**config.mk**
```make
export PLATFORM = sky130hd
export DESIGN_NAME = rope_renderer
export DESIGN_NICKNAME = d
export VERILOG_FILES = /design/src/rtl/rope_renderer.sv
export SDC_FILE = /design/constraint.sdc
export NUM_CORES = 1
export LEC_CHECK = 0
export BUFFER_PORTS_ARGS = -buffer_cell sky130_fd_sc_hd__buf_2
export CORE_MARGIN = 10
export CORE_UTILIZATION = 52
export CTS_CLUSTER_SIZE = 14
export DETAILED_ROUTE_END_ITERATION = 16
export PLACE_DENSITY = 0.86
export SLEW_MARGIN = 20
export SYNTH_ARGS = -nofsm -noshare
export SYNTH_HDL_FRONTEND = slang
export SYNTH_SLANG_ARGS = --single-unit
```
**constraint.sdc**
```tcl
create_clock -name clk -period 17.58 [get_ports clk]
set_input_delay 0.879 -clock clk [delete_from_list [all_inputs] [get_ports clk]]
set_output_delay 0.879 -clock clk [all_outputs]
set_load 0.005 [all_outputs]
```
**src/rtl/rope_renderer.sv**
```systemverilog
`default_nettype none
// ============================================================================
// Module      : rope_renderer
// Description : Rasterizes the rope node chain into framebuffer pixel writes.
//               On a frame request the packed node coordinate buses are
//               snapshotted, then the NODE_COUNT-1 segments between
//               consecutive nodes are walked with integer Bresenham. Every
//               on-screen point is offered on a valid/ready write port;
//               off-screen points are skipped at one per cycle.
// Ports       : clk, reset          - clock, synchronous active-high reset
//               nodes_x, nodes_y    - packed 10-bit node coordinates
//               frame_start         - draw request (sampled only when idle)
//               pix_x, pix_y        - pixel write coordinates
//               pix_valid/pix_ready - write handshake
//               busy                - high whenever not idle
//               done                - one-cycle pulse at end of frame
// Revision    : 1.0 - initial release
// ============================================================================
module rope_renderer #(
    parameter int NODE_COUNT = 20,
    parameter int SCREEN_W   = 640,
    parameter int SCREEN_H   = 480
) (
    input  logic                       clk,
    input  logic                       reset,
    input  logic [NODE_COUNT*10-1:0]   nodes_x,
    input  logic [NODE_COUNT*10-1:0]   nodes_y,
    input  logic                       frame_start,
    output logic [9:0]                 pix_x,
    output logic [9:0]                 pix_y,
    output logic                       pix_valid,
    input  logic                       pix_ready,
    output logic                       busy,
    output logic                       done
);

    localparam int SEG_W = $clog2(NODE_COUNT);

    localparam logic [SEG_W-1:0] c_last_seg = SEG_W'(NODE_COUNT - 2);
    localparam logic [10:0]      c_screen_w = 11'(SCREEN_W);
    localparam logic [10:0]      c_screen_h = 11'(SCREEN_H);

    typedef enum logic [1:0] {
        ST_IDLE     = 2'd0,
        ST_SEG_INIT = 2'd1,
        ST_DRAW     = 2'd2,
        ST_DONE     = 2'd3
    } state_t;

    state_t                    r_state;
    logic [NODE_COUNT*10-1:0]  r_snap_x;
    logic [NODE_COUNT*10-1:0]  r_snap_y;
    logic [SEG_W-1:0]          r_seg;
    logic [9:0]                r_x;
    logic [9:0]                r_y;
    logic [9:0]                r_x1;
    logic [9:0]                r_y1;
    logic signed [11:0]        r_dx;
    logic signed [11:0]        r_dy;
    logic signed [11:0]        r_err;
    logic                      r_sx_neg;
    logic                      r_sy_neg;
    logic                      r_pix_valid;
    logic [9:0]                r_pix_x;
    logic [9:0]                r_pix_y;
    logic                      r_busy;
    logic                      r_done;

    // ------------------------------------------------------------------
    // Snapshot unpacking into per-node arrays
    // ------------------------------------------------------------------
    logic [9:0] w_node_x [NODE_COUNT];
    logic [9:0] w_node_y [NODE_COUNT];

    for (genvar k = 0; k < NODE_COUNT; k++) begin : g_unpack
        assign w_node_x[k] = r_snap_x[k*10 +: 10];
        assign w_node_y[k] = r_snap_y[k*10 +: 10];
    end

    // ------------------------------------------------------------------
    // Segment setup terms (used in SEG_INIT)
    // ------------------------------------------------------------------
    logic [SEG_W-1:0]   w_seg_next;
    logic [9:0]         w_sx0, w_sy0, w_sx1, w_sy1;
    logic [9:0]         w_adx, w_ady;
    logic signed [11:0] w_dx_init, w_dy_init;
    logic               w_init_on;

    assign w_seg_next = r_seg + 1'b1;
    assign w_sx0      = w_node_x[r_seg];
    assign w_sy0      = w_node_y[r_seg];
    assign w_sx1      = w_node_x[w_seg_next];
    assign w_sy1      = w_node_y[w_seg_next];
    assign w_adx      = (w_sx0 < w_sx1) ? (w_sx1 - w_sx0) : (w_sx0 - w_sx1);
    assign w_ady      = (w_sy0 < w_sy1) ? (w_sy1 - w_sy0) : (w_sy0 - w_sy1);
    assign w_dx_init  = $signed({2'b00, w_adx});
    assign w_dy_init  = -$signed({2'b00, w_ady});
    assign w_init_on  = ({1'b0, w_sx0} < c_screen_w) && ({1'b0, w_sy0} < c_screen_h);

    // ------------------------------------------------------------------
    // Bresenham step (used in DRAW)
    // ------------------------------------------------------------------
    logic signed [12:0] w_e2, w_dx13, w_dy13;
    logic               w_step_x, w_step_y;
    logic signed [11:0] w_err_next;
    logic [9:0]         w_x_next, w_y_next;
    logic               w_next_on;
    logic               w_at_end;
    logic               w_advance;

    // 2*err by shifting in a zero; 13 bits keep the full range of 2*err.
    assign w_e2       = {r_err, 1'b0};
    assign w_dx13     = {r_dx[11], r_dx};
    assign w_dy13     = {r_dy[11], r_dy};
    assign w_step_x   = (w_e2 >= w_dy13);
    assign w_step_y   = (w_e2 <= w_dx13);
    assign w_err_next = r_err + (w_step_x ? r_dy : 12'sd0) + (w_step_y ? r_dx : 12'sd0);
    assign w_x_next   = !w_step_x ? r_x : (r_sx_neg ? r_x - 10'd1 : r_x + 10'd1);
    assign w_y_next   = !w_step_y ? r_y : (r_sy_neg ? r_y - 10'd1 : r_y + 10'd1);
    assign w_next_on  = ({1'b0, w_x_next} < c_screen_w) && ({1'b0, w_y_next} < c_screen_h);
    assign w_at_end   = (r_x == r_x1) && (r_y == r_y1);

    // In DRAW the registered valid mirrors the on-screen test of the current
    // point, so a clipped point (valid low) advances without a handshake.
    assign w_advance  = !r_pix_valid || pix_ready;

    // ------------------------------------------------------------------
    // Control FSM with registered outputs
    // ------------------------------------------------------------------
    always_ff @(posedge clk) begin
        if (reset) begin
            r_state     <= ST_IDLE;
            r_seg       <= '0;
            r_x         <= '0;
            r_y         <= '0;
            r_x1        <= '0;
            r_y1        <= '0;
            r_dx        <= '0;
            r_dy        <= '0;
            r_err       <= '0;
            r_sx_neg    <= 1'b0;
            r_sy_neg    <= 1'b0;
            r_pix_valid <= 1'b0;
            r_pix_x     <= '0;
            r_pix_y     <= '0;
            r_busy      <= 1'b0;
            r_done      <= 1'b0;
        end else begin
            case (r_state)
                ST_IDLE: begin
                    r_done <= 1'b0;
                    if (frame_start) begin
                        r_snap_x <= nodes_x;
                        r_snap_y <= nodes_y;
                        r_seg    <= '0;
                        r_busy   <= 1'b1;
                        r_state  <= ST_SEG_INIT;
                    end
                end

                ST_SEG_INIT: begin
                    r_x         <= w_sx0;
                    r_y         <= w_sy0;
                    r_x1        <= w_sx1;
                    r_y1        <= w_sy1;
                    r_dx        <= w_dx_init;
                    r_dy        <= w_dy_init;
                    r_err       <= w_dx_init + w_dy_init;
                    r_sx_neg    <= !(w_sx0 < w_sx1);
                    r_sy_neg    <= !(w_sy0 < w_sy1);
                    r_pix_x     <= w_sx0;
                    r_pix_y     <= w_sy0;
                    r_pix_valid <= w_init_on;
                    r_state     <= ST_DRAW;
                end

                ST_DRAW: begin
                    if (w_advance) begin
                        if (w_at_end) begin
                            r_pix_valid <= 1'b0;
                            if (r_seg == c_last_seg) begin
                                r_done  <= 1'b1;
                                r_state <= ST_DONE;
                            end else begin
                                r_seg   <= w_seg_next;
                                r_state <= ST_SEG_INIT;
                            end
                        end else begin
                            r_x         <= w_x_next;
                            r_y         <= w_y_next;
                            r_err       <= w_err_next;
                            r_pix_x     <= w_x_next;
                            r_pix_y     <= w_y_next;
                            r_pix_valid <= w_next_on;
                        end
                    end
                end

                ST_DONE: begin
                    r_done  <= 1'b0;
                    r_busy  <= 1'b0;
                    r_state <= ST_IDLE;
                end

                default: begin
                    r_state <= ST_IDLE;
                end
            endcase
        end
    end

    assign pix_x     = r_pix_x;
    assign pix_y     = r_pix_y;
    assign pix_valid = r_pix_valid;
    assign busy      = r_busy;
    assign done      = r_done;

endmodule
`default_nettype wire

```
==> impl_metrics.tcl <==
set metrics [dict create \
    status "finished clean" \
    synthCells 1876 \
    drive_gt1_frac 0.341 \
    endpoint_kind "flip-flop" \
    maxCapViolations 0 \
    clk_latency_ns 0.59 \
    clockBufferDepth 3 \
    crit_buf_inv 2 \
    cts_tree "yes" \
    fmax_ghz 0.117 \
    path_delay_family "compound AO/OA/AOI/OAI gates" \
    cts_hold_buf 0 \
    synth_area_leader_cell "edfxtp_1" \
    die_w_um 246 \
    antenna_found_initial 12 \
    path_class "reg -> reg" \
    pin_count 427 \
    cts_resized 0 \
    ys_top_cells_by_area "edfxtp_1 (45%), mux4_2 (18%), dfxtp_1 (6.5%), ha_1 (4.9%), mux2i_1 (2.5%)" \
    clock_skew_ns 0.0261 \
    instances_no_fill 2989 \
    slew_headroom 0.311 \
    fin_crit_sh 0.484 \
    dp_hpwl_mm 64.2 \
    hold_ws_ns 0.465 \
    start_kind "flip-flop" \
    rows 82 \
    place.gp.congestion 0.928 \
    critPathMaxStageDelay_ns 0.91 \
    grtUsageTotal 0.286 \
    dr.first_iter.drc_count 2841 \
    vias 20000 \
    critPathSlowestCell "dfxtp_4" \
    postRouteAntennaNets 0 \
    ys_seq_area_frac 0.517 \
    synthFlopType "edfxtp_1" \
    port_buffers 426 \
    timing.rr.start "r_seg[0]$_SDFFE_PP0P_" \
    viasPerCell 6.68 \
    synthDistinctLibCells 88 \
    root_buffer "clkbuf_16" \
    syn_area_um2 26600 \
    grt_max_degree 160 \
    cts_max_level 2 \
    clock_sinks 486 \
    dp_cells 2886 \
    syn-num-nets 2401 \
    dieArea_um2 60500 \
    nFillCells 3468 \
    slew_violations 0 \
    p_per_area_nw_per_um2 143 \
    grt_pass1_wl_mm 131 \
    worstMarginPinSlew_ns 1.01 \
    wire_per_inst_um 29.8 \
    fin_tns_setup_ns 0 \
    grt_pass1_vias 20200 \
    synthArstFlopShare 0 \
    drc 0 \
    yosys_warnings 0 \
    synth_edf_count 400 \
    clkSlewWorstSetupHoldPaths_ns 0.06 \
    multi_input_area_um2 12100 \
    power_mw 4.43 \
    finalWirelength_mm 89.0 \
    hold_class "in -> reg" \
    startpoint "r_seg[0]$_SDFFE_PP0P_" \
    min_period_ns 8.51 \
    hold_violations 0 \
    setup_viol 0 \
    hold_start "nodes_x[1]" \
    overflow 0 \
    cp_max_fo 62 \
    p_leak_nw 11.5 \
    required_ns 17.99 \
    ir_drop_uv 112 \
    yosysTopAreaCellShare 0.452 \
    regArea_um2 13700 \
    syn_to_final_growth_pct 16.8 \
    fin_nets 2792 \
    die_h_um 246 \
    postCtsSetupBuffers 0 \
    numCtsBuffers 49 \
    critPathArrivalTime_ns 8.92 \
    drt_first_pass_iters 5 \
    ys_seq_elements 486 \
    start_util 0.527 \
    fp.coreArea_um2 50400 \
    syn_area_per_cell_um2 14.2 \
    rsz0062_at_grt "false" \
]
synthesized netlist by cell type (all sizes together) (7+ instances only):
cell / n
nor4: 7
a211oi: 46
o21a: 9
nor3: 14
o21bai: 13
and2: 15
clkbuf: 67
nand4: 13
buf: 43
a32oi: 20
a31oi: 10
ha: 103
nand2: 93
o211ai: 8
o21ai: 42
xnor2: 49
nand3: 12
dfxtp: 86
a21oi: 102
inv: 95
a22oi: 14
mux4: 211
o22ai: 12
nor2: 123
mux2i: 67
fa: 18
a21o: 27
mux2: 11
nand2b: 9
edfxtp: 400
xor2: 36
nor2b: 12
layout by cell type (no fill, tap or decap), types with 6 or more instances in the layout:
cell type,Yosys,routed
a211oi_1,46,46
a21o_1,27,27
a21oi_1,100,100
a22oi_1,14,14
a31oi_1,10,10
a32oi_1,20,20
and2_1,13,13
buf_2,22,426
buf_4,5,20
bufinv_16,0,6
clkbuf_1,67,7
clkbuf_16,0,50
clkinv_1,0,7
clkinv_2,0,10
dfxtp_1,86,82
diode_2,0,11
edfxtp_1,400,400
fa_1,18,18
ha_1,103,100
inv_1,94,94
mux2_2,11,11
mux2i_1,66,66
mux4_2,211,211
nand2_1,93,93
nand2b_1,9,9
nand3_1,12,12
nand3b_1,6,6
nand4_1,13,13
nor2_1,122,121
nor2b_1,10,10
nor3_1,14,12
nor4_1,6,6
o211ai_1,7,7
o21a_1,9,9
o21ai_0,37,37
o21bai_1,13,13
o22ai_1,11,11
xnor2_1,49,47
xor2_1,36,34
report_power, final:
group | total, mW | leakage (nW) | internal, mW | switching, mW
sequential | 1.58 | 4.41 | 1.43 | 0.148
combinational | 1.78 | 6.34 | 0.747 | 1.03
clock | 1.07 | 0.785 | 0.612 | 0.461
final timing paths:
| check | end | slack (ns) | cells past startpoint |
|---|---|---|---|
| worst max-delay path | r_err[10]$_SDFFE_PP0P_ | 9.07 | 26 |
| worst min-delay path | r_snap_x[1]$_DFFE_PP_ | 0.46 | 1 |
| worst max register to register | r_err[10]$_SDFFE_PP0P_ | 9.07 | 26 |
| worst min register to register | busy$_SDFFE_PP0P_ | 0.49 | 2 |
per-layer routing:
| metal | wire, µm | global-route usage |
|---|---|---|
| met5 | 28 | 0 |
| met4 | 4410 | 0.122 |
| met3 | 10400 | 0.0638 |
| met2 | 43700 | 0.482 |
| met1 | 30400 | 0.351 |
through the flow:
step | setup slack [ns] | util | instance area [µm²]
4_1_cts | 9.19 | 0.614 | 30900
6_report | 9.07 | 0.616 | 31000
3_5_place_dp | 9.28 | 0.582 | 29300
2_1_floorplan | 5.36 | - | 26600
5_1_grt | 8.47 | 0.616 | 31000
3_3_place_gp | 9.55 | 0.582 | 29300
logic make-up after synthesis:
kind of cell             after synthesis  synth area share
AND/OR/NAND/NOR                      332            0.0596
XOR/XNOR                              86            0.0289
AO/OA/AOI/OAI                        357            0.0917
buffers and inverters                205            0.0316
flip-flops                           486             0.517
adder cells (fa/ha/maj)              121            0.0621
multiplexers                         289             0.209
worst register-to-register path, delay by kind of cell (launching register included):
| family | cells | cell delay, ns |
|---|---|---|
| xor+xnor | 2 | 0.43 |
| simple gates | 4 | 0.90 |
| buf+inv | 2 | 1.13 |
| flops | 1 | 0.91 |
| mux | 3 | 1.06 |
| compound gates | 11 | 2.27 |
| fa+ha+maj | 4 | 1.66 |
state kept, by name (all words and copies together) (netlist names), 2 cells and up:
register,count
r_dy,12
r_snap_x,200
r_dx,10
r_snap_y,200
pix_y,10
r_y1,10
r_x1,10
pix_x,10
r_seg,5
r_state,2
r_err,12
final cells by class:
type,count,area share
sequential,486,0.443
multi-input combinational,1185,0.389
timing repair buffer,450,0.0761
clock buffer,57,0.0412
tap,672,0.0271
inverter,95,0.0115
clock inverter,33,0.0112
antenna,11,0.000887
Note: power is estimated with default switching activity, not from simulation.
